===== src/rtl/mant_iter_divider.sv =====
// mant_iter_divider: iterative unsigned restoring divider for the mantissa
// datapath. One quotient bit is produced per clock by trial subtraction.
// A zero divisor short-circuits to an all-ones quotient one edge after accept.
module mant_iter_divider #(
  parameter int W  = 11,
  parameter int CW = 4
) (
  input  logic         clk,
  input  logic         rst,
  input  logic         start,
  input  logic [W-1:0] dividend,
  input  logic [W-1:0] divisor,
  output logic         ready,
  output logic         busy,
  output logic         done,
  output logic [W-1:0] quotient,
  output logic [W-1:0] remainder,
  output logic         div_by_zero
);

  // ZDIV is the single cycle between accepting a zero divisor and reporting it;
  // it is neither ready nor busy, so a new request cannot collide with it.
  typedef enum logic [1:0] {IDLE, CALC, ZDIV, DONE} state_t;

  state_t         state;
  logic [CW-1:0]  count;
  logic [W-1:0]   q;
  logic [W-1:0]   dvsr;
  logic [W:0]     r;
  logic [W:0]     trial;
  logic [W:0]     nextR;
  logic [W-1:0]   nextQ;

  // One restoring step: shift the next dividend bit into the partial
  // remainder, subtract the divisor if it fits, and record the quotient bit.
  always_comb begin
    trial = {r[W-1:0], q[W-1]};
    nextR = trial;
    nextQ = {q[W-2:0], 1'b0};
    if (trial >= {1'b0, dvsr}) begin
      nextR = trial - {1'b0, dvsr};
      nextQ = {q[W-2:0], 1'b1};
    end
  end

  // Handshake flags are decoded straight from the state register.
  assign ready = (state == IDLE) || (state == DONE);
  assign busy  = (state == CALC);

  // Control FSM plus datapath registers; results and done are loaded
  // together so they are always coherent in the done cycle.
  always_ff @(posedge clk or posedge rst) begin
    if (rst) begin
      state       <= IDLE;
      count       <= '0;
      q           <= '0;
      r           <= '0;
      dvsr        <= '0;
      quotient    <= '0;
      remainder   <= '0;
      done        <= 1'b0;
      div_by_zero <= 1'b0;
    end else begin
      done <= 1'b0;
      case (state)
        IDLE, DONE: begin
          if (start) begin
            q           <= dividend;
            r           <= '0;
            count       <= '0;
            dvsr        <= divisor;
            quotient    <= '0;
            remainder   <= '0;
            div_by_zero <= 1'b0;
            state       <= (divisor == '0) ? ZDIV : CALC;
          end else begin
            state <= IDLE;
          end
        end
        CALC: begin
          r     <= nextR;
          q     <= nextQ;
          count <= count + 1'b1;
          if (count == CW'(W - 1)) begin
            quotient  <= nextQ;
            remainder <= nextR[W-1:0];
            done      <= 1'b1;
            state     <= DONE;
          end
        end
        ZDIV: begin
          quotient    <= '1;
          remainder   <= q;
          div_by_zero <= 1'b1;
          done        <= 1'b1;
          state       <= DONE;
        end
        default: state <= IDLE;
      endcase
    end
  end

endmodule


===== config.mk =====
export PLATFORM = sky130hd
export DESIGN_NAME = mant_iter_divider
export DESIGN_NICKNAME = d
export VERILOG_FILES = /design/src/rtl/mant_iter_divider.sv
export SDC_FILE = /design/constraint.sdc
export NUM_CORES = 1
export LEC_CHECK = 0
export CAP_MARGIN = 15
export CORE_ASPECT_RATIO = 1.1
export CORE_UTILIZATION = 55
export CTS_BUF_LIST = sky130_fd_sc_hd__clkbuf_4
export DETAILED_ROUTE_END_ITERATION = 10
export PLACE_DENSITY = 0.79
export SYNTH_ARGS = -nofsm -noshare
export SYNTH_HDL_FRONTEND = slang
export SYNTH_SLANG_ARGS = --single-unit
export TNS_END_PERCENT = 10

===== constraint.sdc =====
create_clock -name clk -period 2.6 [get_ports clk]
set_input_delay 0.52 -clock clk [delete_from_list [all_inputs] [get_ports clk]]
set_output_delay 0.52 -clock clk [all_outputs]
set_load 0.005 [all_outputs]

==> impl_metrics.csv, run 1 <==
group,metric,value,unit
run_status,outcome,"finished clean",
floorplanning,die_h,84.1,um
critical_path,cp_top_family,"compound AO/OA/AOI/OAI gates",
timing,fmax,414,MHz
pwr,static-leakage-power,0.00185,uW
logic_synthesis,synth-edff-count,0,
place,place_ws,198,ps
drt,wl_per_cell,15.4,um
place,post_dp_cell_area,0.00398,mm^2
place,port_buffers,50,
timing,finalHoldViolCount,0,
logic_synthesis,netlist-cell-type-count,46,
drt,wl,7400,um
critical_path,critPathCapture,"remainder[10]",
critical_path,worst-path-stages,10,
critical_path,r2r_slack,180,ps
logic_synthesis,netlist_area,0.00337,mm^2
timing,rsz0062_at_grt,"false",
final_layout,synthToLayoutAreaGrowth,22.4,%
critical_path,worstSetupStartpointType,"flip-flop",
timing,slew_headroom,32.6,%
drt,route.detailed.drc,0,
global_route,grt-ovfl-total,0,
cts,ctsHtreeMaxLevel,3,
final_layout,drive_gt1_share,11.1,%
critical_path,crit_chain,"inv_1 > ha_1 > inv_1 > fa_1 > a21o_1 > a221o_1 > a221oi_2 > xnor2_1 > mux2i_1 > o21ai_1",
cts,cts_root_buf,"clkbuf_4",
global_route,grt_max_degree,43,
floorplanning,die_w,76.6,um
logic_synthesis,seq_area_frac_synth,46.8,%
cts,cts-resized-gates,0,
place,post-dp-hpwl,5490,um
timing,tightest_slew,1010,ps
global_route,top_usage_layer,"met2",
pwr,power_density,1300,mW/mm^2
final_layout,fin_area,0.00412,mm^2
global_route,track_usage,25.3,%
cts,ctsHoldBuffers,0,
timing,slew_viol_final,0,
cts,clk_latency,410,ps
critical_path,cp_num_buf_inv,2,
floorplanning,ios,51,
drt,vias,2750,
logic_synthesis,synth_nets,387,
floorplanning,start_util,57.6,%
logic_synthesis,synthCells,346,
global_route,antenna_found_initial,0,
critical_path,path_class,"flip-flop to flip-flop",
drt,routed_via_density,5.71,
critical_path,required,2890,ps
drt,drt_iter0_drc,213,
logic_synthesis,async_reset_ff_share,100,%
critical_path,worstPathArrival,2710,ps
timing,setup_violations,0,
critical_path,r2r-end,"remainder[10]",
global_route,first_global_vias,2644,
pwr,fin_total_pwr,5360,uW
floorplanning,die_area,0.00644,mm^2
global_route,grt_use_met1,35.4,%
cts,clkSlewWorstSetupHoldPaths,120,ps
logic_synthesis,yosys_warnings,0,
pwr,max-vdd-ir-drop,0.000656,V
place,place_congestion,0.901,
critical_path,crit_path_end_kind,"flip-flop",
worst_hold_path,min_path_type,"primary input to async pin",
cts,cts_buffers,9,
job,drv_cap,0,
cts,cts_sinks,63,
timing,tns,0,ps
critical_path,max_stage_delay,420,ps
critical_path,ff2ff_path_depth,10,
global_route,grt_pass1_wl,12700,um
logic_synthesis,synth_ff_type,"dfrtp_1",
critical_path,slowest_stage,"fa_1",
final_layout,num_antenna_cells,0,
drt,detail-route-antenna-nets,0,
cts,clock_path_buffers,2,
floorplanning,rows,29,
drt,drt_first_pass_iters,4,
timing,finalCriticalPeriod,2420,ps
logic_synthesis,syn_area_per_cell,9.73,um^2
critical_path,crit_top_cell,"inv_1",
critical_path,timing.rr.start,"q[10]",
timing,period_share,93.0,%
timing,finClkSkew,18.2,ps
floorplanning,core,0.00584,mm^2
global_route,grtUsageMet2,39.6,%
logic_synthesis,synth_seq_cells,63,
critical_path,worstPathMaxFanout,3,
critical_path,setup.worst_path.start,"q[10]",
cts,cts_tree,"built",
final_layout,nets,441,
timing,setup_ws,182,ps
global_route,gr-usage-met3,4.26,%
[cells by family after synthesis]
| kind of cell | Yosys count | share of synthesized area [%] |
|---|---|---|
| AND/OR/NAND/NOR | 77 | 10.0 |
| multiplexers | 31 | 9.70 |
| XOR/XNOR | 8 | 2.08 |
| adder cells (fa/ha/maj) | 16 | 6.17 |
| AO/OA/AOI/OAI | 113 | 20.6 |
| buffers and inverters | 38 | 4.57 |
| flip-flops | 63 | 46.8 |
[layer usage]
layer / vias to the layer above / share of wire [%]
met1: 1313 / 47
li1: 1351 / -
met2: 77 / 47
met5: - / 0
met4: 0 / 1.3
met3: 9 / 4.6
[metrics by stage]
step / utilization, % / std cells / hold WS, ps
after detailed placement: 68.2 / 466 / 469
after global routing: 70.5 / 482 / 469
after floorplan: - / 346 / 457
after CTS: 70.5 / 482 / 434
final: 70.5 / 482 / 439
after global placement: 68.2 / 466 / 460
[how the worst min path moves through the flow]
| stage | start | endpoint | slack, ps |
|---|---|---|---|
| 6_report | rst | quotient[7] | 440 |
| 5_1_grt | rst | q[6] | 470 |
| 4_1_cts | rst | q[6] | 430 |
| 3_5_place_dp | quotient[2] | quotient[2] | 470 |
| 3_3_place_gp | quotient[5] | quotient[5] | 460 |
| 2_1_floorplan | r[10] | r[10] | 460 |
[area by class of cell]
class,count,area (um^2)
clock inverter,6,61.3
sequential,63,1580
fill,450,1720
multi-input combinational,245,1640
timing repair buffer,61,596
tap,77,96.3
clock buffer,10,75.1
inverter,20,75.1
[registers in the layout, summed over array words and instances (netlist names)]
signal,count
count,4
div_by_zero,1
done,1
dvsr,11
q,11
quotient,11
r,11
remainder,11
state,2
[where the power goes]
part           switching [uW]  total (uW)  internal (uW)
sequential                289        1660           1370
clock                     359         660            301
combinational            1700        3050           1350
[timing repair]
item	in CTS	in global routing
endpoints found under the hold margin	0	0
endpoints found under the setup margin	0	3
setup buffers	0	0
[cells in the final DEF, fill, tap and decap left out, types with 2 or more instances in the layout]
master	count
nor2_1	11
clkdlybuf4s50_1	50
buf_4	10
a31oi_1	6
or3_1	2
a21o_1	8
mux2_2	12
dfrtp_1	63
a22oi_1	12
a21oi_1	24
clkbuf_4	10
nand2b_1	2
ha_1	15
nand2_1	43
xor2_1	5
inv_1	18
nand4_1	3
inv_2	2
mux2i_1	18
o21bai_1	3
clkinv_2	3
nand3_1	7
and3_1	4
xnor2_1	3
nor4_1	2
o21ai_1	29
o21ai_0	16
[cell usage after synthesis, types with 4 or more instances]
| cell | instances | area share, % |
|---|---|---|
| a21o_1 | 8 | 1.8 |
| a21oi_1 | 24 | 3.6 |
| a22oi_1 | 12 | 2.7 |
| a31oi_1 | 6 | 1.1 |
| and3_1 | 4 | 0.74 |
| clkbuf_1 | 12 | 1.3 |
| dfrtp_1 | 63 | 47 |
| ha_1 | 15 | 5.6 |
| inv_1 | 19 | 2.1 |
| mux2_2 | 12 | 4.0 |
| mux2i_1 | 18 | 5.4 |
| nand2_1 | 43 | 4.8 |
| nand3_1 | 7 | 1.0 |
| nor2_1 | 11 | 1.2 |
| o21ai_0 | 16 | 2.4 |
| o21ai_1 | 30 | 4.5 |
| xor2_1 | 5 | 1.3 |
Power figures use the tool's default switching activity.
==> run 2: changes to the inputs <==
- MAX_ROUTING_LAYER: unset -> met4
- SKIP_LAST_GASP: unset -> 1
==> impl_metrics.csv, run 2 (synthesized netlist as in run 1, its figures left out) <==
group,metric,value,unit
pwr,static-leakage-power,0.00185,uW
timing,setup_violations,0,
drt,detail-route-antenna-nets,0,
final_layout,nets,441,
final_layout,regArea,0.00158,mm^2
timing,finalHoldViolCount,0,
critical_path,r2r_slack,180,ps
drt,route.detailed.drc,0,
final_layout,fin_cells,482,
timing,slew_headroom,33.7,%
place,post-dp-hpwl,5490,um
critical_path,worstPathArrival,1910,ps
cts,ctsHtreeMaxLevel,3,
global_route,grt-ovfl-total,0,
critical_path,ff2ff_path_depth,10,
worst_hold_path,min_path_type,"primary input to async pin",
global_route,grt_max_degree,43,
global_route,track_usage,26.1,%
drt,wl,7400,um
timing,rsz0062_at_grt,"false",
cts,cts_root_buf,"clkbuf_4",
final_layout,multiInputGateArea,0.00164,mm^2
final_layout,final_common_cell,"dfrtp_1",
pwr,pwr-share-clk,12.3,%
global_route,antenna_found_initial,0,
global_route,first_global_vias,2641,
cts,clk_latency,410,ps
floorplanning,ios,51,
critical_path,timing.rr.start,"q[10]",
floorplanning,rows,29,
final_layout,drive_gt1_share,11.1,%
place,placedCellCount,466,
place,port_buffers,50,
floorplanning,die_area,0.00644,mm^2
floorplanning,start_util,57.6,%
timing,fin_hold_ws,437,ps
final_layout,nFillCells,450,
timing,finalCriticalPeriod,2430,ps
cts,ctsHoldBuffers,0,
final_layout,final_cell_mix,"dfrtp_1, clkdlybuf4s50_1, nand2_1",
cts,clock_path_buffers,2,
cts,cts_sinks,63,
timing,fmax,412,MHz
pwr,p_sw,2350,uW
pwr,max-vdd-ir-drop,0.000656,V
drt,wl_per_cell,15.4,um
drt,drt_iter0_drc,162,
cts,cts_tree,"built",
run_status,outcome,"finished clean",
cts,clkSlewWorstSetupHoldPaths,120,ps
final_layout,num_antenna_cells,0,
pwr,p_int,3010,uW
cts,cts_setup_buffers,0,
drt,drt_first_pass_iters,4,
cts,cts_buffers,9,
pwr,power_density,1300,mW/mm^2
timing,tightest_slew,995,ps
pwr,swShare,43.8,%
final_layout,synthToLayoutAreaGrowth,22.4,%
pwr,p_comb_share,56.8,%
place,place_congestion,0.916,
timing,slew_viol_final,0,
critical_path,worstSetupStartpointType,"flip-flop",
timing,period_share,93.4,%
floorplanning,die_h,84.1,um
critical_path,r2r-end,"remainder[10]",
floorplanning,core,0.00584,mm^2
global_route,grt_pass1_wl,12700,um
timing,finClkSkew,17.8,ps
drt,routed_via_density,5.70,
critical_path,required,2080,ps
critical_path,crit_path_end_kind,"primary output",
timing,tns,0,ps
critical_path,path_class,"flip-flop to primary output",
critical_path,worstPathMaxFanout,11,
drt,vias,2748,
job,drv_cap,0,
critical_path,critPathCapture,"ready",
floorplanning,die_w,76.6,um
pwr,seqPwrFrac,30.9,%
critical_path,setup.worst_path.start,"state[0]",
==> run 2: power groups by stage <==
stage / Clock [uW] / Sequential (uW) / Combinational, uW
3_5_place_dp: 0 / 1670 / 3020
3_3_place_gp: 0 / 1650 / 2970
4_1_cts: 680 / 1650 / 3030
5_1_grt: 717 / 1700 / 3370
6_report: 661 / 1650 / 3050
2_1_floorplan: 0 / 1600 / 2170
==> run 2: worst min-delay path by stage <==
stage                  end  slack (ps)  cells past startpoint
2_1_floorplan        r[10]         460                      2
3_3_place_gp   quotient[5]         460                      2
3_5_place_dp   quotient[2]         470                      2
4_1_cts               q[6]         430                      2
5_1_grt               q[6]         470                      2
6_report       quotient[7]         440                      2
==> run 2: final cells by class <==
type | instances | share of cell area [%]
tap | 77 | 2.34
clock inverter | 6 | 1.49
clock buffer | 10 | 1.82
timing repair buffer | 61 | 14.5
inverter | 20 | 1.82
multi-input combinational | 245 | 39.8
sequential | 63 | 38.3
==> run 2: repair_timing <==
item,in CTS,in global routing
gates resized for setup,0,0
setup endpoints to repair,0,3
hold endpoints to repair,0,0
==> run 2: metal layers <==
metal	GRT usage, %	vias up	wire length (um)
met3	4.26	9	299
met2	39.5	65	3510
met4	9.44	0	98
met1	35.5	1324	3500
li1	-	1350	-
met5	-	-	0
==> run 2: metrics by stage <==
step / total power [uW] / worst slack (ps) / area, um^2 / utilization, %
after floorplan: 3770 / 341 / 3370 / -
after global placement: 4620 / 261 / 3980 / 68.2
after detailed placement: 4690 / 198 / 3980 / 68.2
after CTS: 5360 / 156 / 4120 / 70.5
after global routing: 5780 / 6.43 / 4120 / 70.5
final: 5360 / 171 / 4120 / 70.5
==> run 2: worst max-delay path, cell delays in order, from the launching register on <==
cell and delay, ps:
dfrtp_1 380, inv_1 50, ha_1 500, clkdlybuf4s50_1 570
